===== config.mk =====
export PLATFORM = sky130hd
export DESIGN_NAME = arm7tdmi_ptw
export DESIGN_NICKNAME = d
export VERILOG_FILES = /design/src/rtl/arm7tdmi_ptw.sv
export SDC_FILE = /design/constraint.sdc
export NUM_CORES = 1
export LEC_CHECK = 0
export CAP_MARGIN = 20
export CORE_MARGIN = 5
export CORE_UTILIZATION = 57
export DETAILED_ROUTE_END_ITERATION = 7
export DONT_BUFFER_PORTS = 1
export HOLD_SLACK_MARGIN = 0.12
export PLACE_DENSITY = 0.84
export SLEW_MARGIN = 20
export SYNTH_ARGS = -nofsm -noshare
export SYNTH_HDL_FRONTEND = slang
export SYNTH_SLANG_ARGS = --single-unit

===== constraint.sdc =====
create_clock -name clk -period 1.9 [get_ports clk]
set_input_delay 0.475 -clock clk [delete_from_list [all_inputs] [get_ports clk]]
set_output_delay 0.475 -clock clk [all_outputs]
set_load 0.05 [all_outputs]

===== src/rtl/arm7tdmi_ptw.sv =====
// arm7tdmi_ptw -- ARMv4 two-level page table walker.
// Fetches one L1 descriptor and, for coarse or fine entries, one L2
// descriptor. It returns a section, large, small or tiny translation,
// or a fault with an FSR code.
//
// Ports
//   clk, rst_n          clock, asynchronous active-low reset
//   walk_req/vaddr/ttb  walk request; accepted only in IDLE
//   walk_abort          cancels an in-flight walk (TLB flush)
//   walk_busy           high in L1, L2 and DONE
//   walk_done           one-cycle completion pulse
//   walk_fault          result is a fault
//   fault_status        FSR code for a fault
//   res_*               translation result, held until the next accept
//   mem_req/mem_addr    descriptor read request, held for the whole fetch
//   mem_rdata           descriptor data
//   mem_ready           completes the fetch
//   mem_abort           bus error; only meaningful with mem_ready
module arm7tdmi_ptw #(
  parameter int TIMEOUT_CYCLES = 255
) (
  input  logic        clk,
  input  logic        rst_n,
  input  logic        walk_req,
  input  logic [31:0] walk_vaddr,
  input  logic [31:0] ttb_base,
  input  logic        walk_abort,
  output logic        walk_busy,
  output logic        walk_done,
  output logic        walk_fault,
  output logic [3:0]  fault_status,
  output logic [31:0] res_paddr,
  output logic [1:0]  res_size,
  output logic [1:0]  res_ap,
  output logic [3:0]  res_domain,
  output logic        res_c,
  output logic        res_b,
  output logic        mem_req,
  output logic [31:0] mem_addr,
  input  logic [31:0] mem_rdata,
  input  logic        mem_ready,
  input  logic        mem_abort
);

  localparam int CW = $clog2(TIMEOUT_CYCLES + 1);

  typedef enum logic [1:0] {IDLE, L1, L2, DONE} state_t;

  state_t        state;
  logic [31:0]   vaddr_q;
  logic          fine_q;   // L2 table is fine (1 KB pages allowed)
  logic [3:0]    dom_q;    // domain carried from the L1 descriptor
  logic [CW-1:0] wait_cnt;
  logic          done_q;

  // These descriptor and base bits play no part in ARMv4 translation.
  logic unused_bits;
  assign unused_bits = ^{mem_rdata[9], ttb_base[13:0]};

  logic xfer, tmo;
  assign xfer = mem_req & mem_ready;
  assign tmo  = (wait_cnt == CW'(TIMEOUT_CYCLES - 1));

  // Abort suppresses the pulse even when it lands in the DONE cycle.
  assign walk_done = done_q & ~walk_abort;

  // Decode of the descriptor that completes this cycle.
  logic        fin, to_l2, n_fault, n_fine, n_c, n_b;
  logic [3:0]  n_fsr, n_dom;
  logic [1:0]  n_size, n_ap;
  logic [31:0] n_paddr, l2_addr;

  always_comb begin
    fin     = 1'b0;
    to_l2   = 1'b0;
    n_fault = 1'b0;
    n_fine  = 1'b0;
    n_fsr   = 4'h0;
    n_paddr = vaddr_q;
    n_size  = 2'b00;
    n_ap    = 2'b00;
    n_dom   = 4'h0;
    n_c     = 1'b0;
    n_b     = 1'b0;
    l2_addr = 32'h0;
    case (state)
      L1: begin
        if (xfer) begin
          if (mem_abort) begin
            fin = 1'b1; n_fault = 1'b1; n_fsr = 4'hC;
          end else begin
            case (mem_rdata[1:0])
              2'b00: begin
                fin = 1'b1; n_fault = 1'b1; n_fsr = 4'h5;
              end
              2'b10: begin
                fin     = 1'b1;
                n_paddr = {mem_rdata[31:20], vaddr_q[19:0]};
                n_ap    = mem_rdata[11:10];
                n_dom   = mem_rdata[8:5];
                n_c     = mem_rdata[3];
                n_b     = mem_rdata[2];
              end
              2'b01: begin
                to_l2   = 1'b1;
                n_dom   = mem_rdata[8:5];
                l2_addr = {mem_rdata[31:10], vaddr_q[19:12], 2'b00};
              end
              default: begin
                to_l2   = 1'b1;
                n_fine  = 1'b1;
                n_dom   = mem_rdata[8:5];
                l2_addr = {mem_rdata[31:12], vaddr_q[19:10], 2'b00};
              end
            endcase
          end
        end else if (tmo) begin
          fin = 1'b1; n_fault = 1'b1; n_fsr = 4'hC;
        end
      end
      L2: begin
        if (xfer) begin
          fin = 1'b1;
          if (mem_abort) begin
            n_fault = 1'b1; n_fsr = 4'hE;
          end else if (mem_rdata[1:0] == 2'b00 ||
                       (mem_rdata[1:0] == 2'b11 && !fine_q)) begin
            // Tiny pages exist only in fine tables.
            n_fault = 1'b1; n_fsr = 4'h7;
          end else begin
            n_ap  = mem_rdata[5:4];
            n_c   = mem_rdata[3];
            n_b   = mem_rdata[2];
            n_dom = dom_q;
            case (mem_rdata[1:0])
              2'b01: begin
                n_size  = 2'b01;
                n_paddr = {mem_rdata[31:16], vaddr_q[15:0]};
              end
              2'b10: begin
                n_size  = 2'b10;
                n_paddr = {mem_rdata[31:12], vaddr_q[11:0]};
              end
              default: begin
                n_size  = 2'b11;
                n_paddr = {mem_rdata[31:10], vaddr_q[9:0]};
              end
            endcase
          end
        end else if (tmo) begin
          fin = 1'b1; n_fault = 1'b1; n_fsr = 4'hE;
        end
      end
      default: ;
    endcase
  end

  always_ff @(posedge clk or negedge rst_n) begin
    if (!rst_n) begin
      state        <= IDLE;
      vaddr_q      <= '0;
      fine_q       <= 1'b0;
      dom_q        <= '0;
      wait_cnt     <= '0;
      done_q       <= 1'b0;
      walk_busy    <= 1'b0;
      walk_fault   <= 1'b0;
      fault_status <= '0;
      res_paddr    <= '0;
      res_size     <= '0;
      res_ap       <= '0;
      res_domain   <= '0;
      res_c        <= 1'b0;
      res_b        <= 1'b0;
      mem_req      <= 1'b0;
      mem_addr     <= '0;
    end else begin
      case (state)
        IDLE: begin
          if (walk_req) begin
            state     <= L1;
            vaddr_q   <= walk_vaddr;
            mem_addr  <= {ttb_base[31:14], walk_vaddr[31:20], 2'b00};
            mem_req   <= 1'b1;
            walk_busy <= 1'b1;
            wait_cnt  <= '0;
          end
        end
        L1, L2: begin
          if (walk_abort) begin
            state     <= IDLE;
            mem_req   <= 1'b0;
            walk_busy <= 1'b0;
          end else if (fin) begin
            state        <= DONE;
            mem_req      <= 1'b0;
            done_q       <= 1'b1;
            walk_fault   <= n_fault;
            fault_status <= n_fsr;
            res_paddr    <= n_paddr;
            res_size     <= n_size;
            res_ap       <= n_ap;
            res_domain   <= n_dom;
            res_c        <= n_c;
            res_b        <= n_b;
          end else if (to_l2) begin
            state    <= L2;
            mem_addr <= l2_addr;
            wait_cnt <= '0;
            fine_q   <= n_fine;
            dom_q    <= n_dom;
          end else begin
            wait_cnt <= wait_cnt + 1'b1;
          end
        end
        DONE: begin
          state     <= IDLE;
          done_q    <= 1'b0;
          walk_busy <= 1'b0;
        end
        default: state <= IDLE;
      endcase
    end
  end

endmodule


==> impl_metrics.tcl <==
set metrics [dict create \
    status "finished, violations left" \
    violations "DRC, hold timing, setup timing" \
    hp-class "in2async" \
    first_pass_iters 8 \
    cts_htree_levels 4 \
    first_iter_violations 945 \
    combPwrFrac_pct 39.0 \
    routabilityCongestion 0.812 \
    finalHoldViolCount 126 \
    cts_tree "yes" \
    postRouteWirelength_um 22600 \
    fin_setup_tns_ns -10.06 \
    dpl.hpwl_um 11700 \
    grt_overflow 0 \
    seq_area_frac_synth_pct 52.8 \
    nets 789 \
    leakagePower_uw 0.00365 \
    cp-start-kind "register" \
    via_per_inst 6.96 \
    arrival_ns 2.57 \
    worstReg2RegStart "state[1]$_DFFE_PN0P_" \
    syn_to_final_growth_pct 38.2 \
    drive_above_1_share_pct 32.6 \
    min_period_over_period_pct 112 \
    die_area_sq_um 12600 \
    wl_per_cell_um 27.5 \
    sw_frac_of_total_pct 47.1 \
    die_h_um 112 \
    finalWorstSetupSlack_ns -0.236 \
    syn-instance-count 573 \
    fp-row-count 37 \
    slew_headroom_pct 61.4 \
    endpoint "mem_addr[4]$_DFFE_PN0P_" \
    clk_pin_slew_ns 0.06 \
    fillers 528 \
    start_util_pct 58.1 \
    yosys.area.top_type "dfrtp_1" \
    synth_ff_type "dfrtp_1" \
    ff2ff_setup_slack_ns -0.24 \
    ys_async_sr_fraction_pct 100 \
    crit_type "reg2reg" \
    switching_power_uw 8120 \
    clk_latency_ns 0.54 \
    max_cap_violations 0 \
    yosysTopAreaCellShare_pct 52.8 \
    core_sq_um 10300 \
    ys_ff_latch 126 \
    synth.area.top_cells "dfrtp_1 53%, mux2_2 7.4%, a22oi_1 6.7%" \
    grt_pass1_wl_um 30600 \
    ir_drop_mv 0.978 \
    syn_area_sq_um 5970 \
    cts_buffers 17 \
    reg2reg_depth 10 \
    multi_input_area_sq_um 2980 \
    end_kind "register" \
    via_count 5732 \
    drcViolationCount 31 \
    die_x_um 112 \
    intPower_uw 9140 \
    pre_cts_ws_ns -0.128 \
    clock-sinks 126 \
    final_util_pct 80.3 \
    seq_area_sq_um 3150 \
    grt_max_degree 127 \
    drv_slew 0 \
    synth_edf_count 0 \
    io_buffers 0 \
    critPathRequiredTime_ns 2.33 \
    reg2reg_to "mem_addr[4]$_DFFE_PN0P_" \
    cp-startpoint "state[1]$_DFFE_PN0P_" \
    synth_cell_types 46 \
    pwr-share-seq_pct 40.2 \
    power.density_nw_per_um2 2090 \
    setup-violations-final 83 \
    postRouteAntennaNets 0 \
    pwr-share-clk_pct 20.8 \
    antenna_cells 0 \
    cts_root_buffer "clkbuf_8" \
    synth_area_per_cell_sq_um 10.4 \
    rsz0062_at_grt "true" \
    period_minus_slack_ns 2.14 \
    worstPathMaxFanout 10 \
    clockBufferDepth 2 \
    antenna_found_initial 0 \
    ys_warn_count 0 \
    ctsHoldBuffers 38 \
    io_pins 184 \
    grt_usage_pct 30.9 \
    finClkSkew_ns 0.0168 \
    worstMarginPinSlew_ns 0.579 \
    grt_pass1_vias 5487 \
    max_freq_mhz 468 \
    holdWs_ns -0.368 \
]
==> synthesized netlist by cell type (2+ instances only) <==
master / n
a31oi_1: 3
a21oi_1: 35
nor2_1: 39
a21o_1: 2
and3_1: 5
nand4_1: 2
and2b_1: 2
mux2i_1: 4
ha_1: 13
dfrtp_1: 126
nor2_2: 3
o21ai_0: 55
a32oi_1: 5
a22o_1: 5
a2bb2oi_1: 2
buf_1: 4
nor3_1: 4
mux2_1: 7
o41ai_2: 2
o31ai_1: 9
buf_2: 12
inv_1: 13
a32o_1: 4
nor2b_1: 5
clkbuf_1: 14
nor4_1: 2
nand2_1: 68
buf_4: 6
a22oi_1: 53
nand3_1: 9
mux2_2: 39
nand2b_1: 7
==> layout make-up <==
class / instances / share of cell area (%)
clock buffers: 20 / 5.27
clock inverters: 12 / 2.53
inverters: 14 / 0.667
multi-input cells: 398 / 36.1
flip-flops and latches: 126 / 38.2
well taps: 136 / 2.06
repair buffers: 117 / 15.2
==> stage by stage <==
| stage | std cells | instance area (sq um) | hold slack (ns) | total power (uW) |
|---|---|---|---|---|
| final | 823 | 8260 | -0.368 | 17300 |
| after global routing | 823 | 8260 | -0.385 | 17900 |
| after CTS | 812 | 7810 | -0.373 | 15900 |
| after detailed placement | 731 | 6520 | 0.182 | 11700 |
| after global placement | 731 | 6520 | 0.182 | 11400 |
| after floorplan | 574 | 6020 | 0.179 | 10100 |
==> flip-flops by register name (all words and copies together), names as in the netlist <==
register / count
res_paddr: 32
vaddr_q: 32
mem_addr: 30
wait_cnt: 8
dom_q: 4
fault_status: 4
res_domain: 4
res_ap: 2
res_size: 2
state: 2
done_q: 1
fine_q: 1
mem_req: 1
res_b: 1
res_c: 1
walk_busy: 1
==> cells by family (layout without fill, tap and decap cells) <==
kind of cell	Yosys count	count (layout)	synth area share (%)
buf+inv	50	163	3.77
simple gates	151	151	11.3
fa+ha+maj	13	13	2.72
other cells	1	2	0.0628
flops	126	126	52.8
mux	50	50	9.34
compound gates	182	182	20.0
==> cells in the final DEF (no fill, tap or decap), drive strengths merged, types with 3 or more instances in the layout <==
cell,n
nor2,42
bufinv,5
dlygate4sd3,38
clkinv,4
a22o,5
nand3,9
dfrtp,126
clkbuf,23
nand2,68
buf,75
nand2b,7
a22oi,53
mux2i,4
o21ai,57
mux2,46
and3,5
a32o,4
a32oi,5
ha,13
o31ai,9
a31oi,3
a21oi,36
nor2b,5
nor3,4
inv,15
==> worst max-delay path, cell delays in order, from the launching register on <==
cell,delay (ns)
dfrtp_1,0.40
inv_2,0.18
ha_4,0.27
inv_2,0.10
a311oi_4,0.05
buf_4,0.16
a211oi_4,0.24
buf_6,0.19
buf_12,0.14
nor2_1,0.06
a21oi_1,0.23
==> power by group through the flow <==
stage / clock [uW] / combinational (uW) / sequential (uW)
detailed placement: 0 / 4880 / 6840
global route: 3750 / 7110 / 7010
floorplan: 0 / 3430 / 6630
CTS: 3560 / 5530 / 6800
global placement: 0 / 4610 / 6780
finish: 3600 / 6730 / 6930
==> worst min-delay path by stage <==
stage          start                       end  cells after the start
6_report       rst_n    vaddr_q[5]$_DFFE_PN0P_                      0
3_3_place_gp   rst_n    vaddr_q[5]$_DFFE_PN0P_                      0
3_5_place_dp   rst_n  res_paddr[5]$_DFFE_PN0P_                      0
4_1_cts        rst_n  res_paddr[5]$_DFFE_PN0P_                      0
2_1_floorplan  rst_n      dom_q[0]$_DFFE_PN0P_                      0
5_1_grt        rst_n    vaddr_q[5]$_DFFE_PN0P_                      0
==> layer usage <==
metal / GRT usage [%] / part of all wire, %
met2: 52.3 / 48
met1: 36.3 / 34
met5: 0 / 0
met4: 12.1 / 6.6
met3: 10.5 / 12
==> timing repair <==
action	4_1_cts	5_1_grt
buffers inserted	6	8
pin swaps	5	14
hold endpoints to repair	164	126
gates resized for setup	23	100
cloned	5	3
setup endpoints to repair	59	90
No activity file was read; power rests on OpenSTA's default activity.
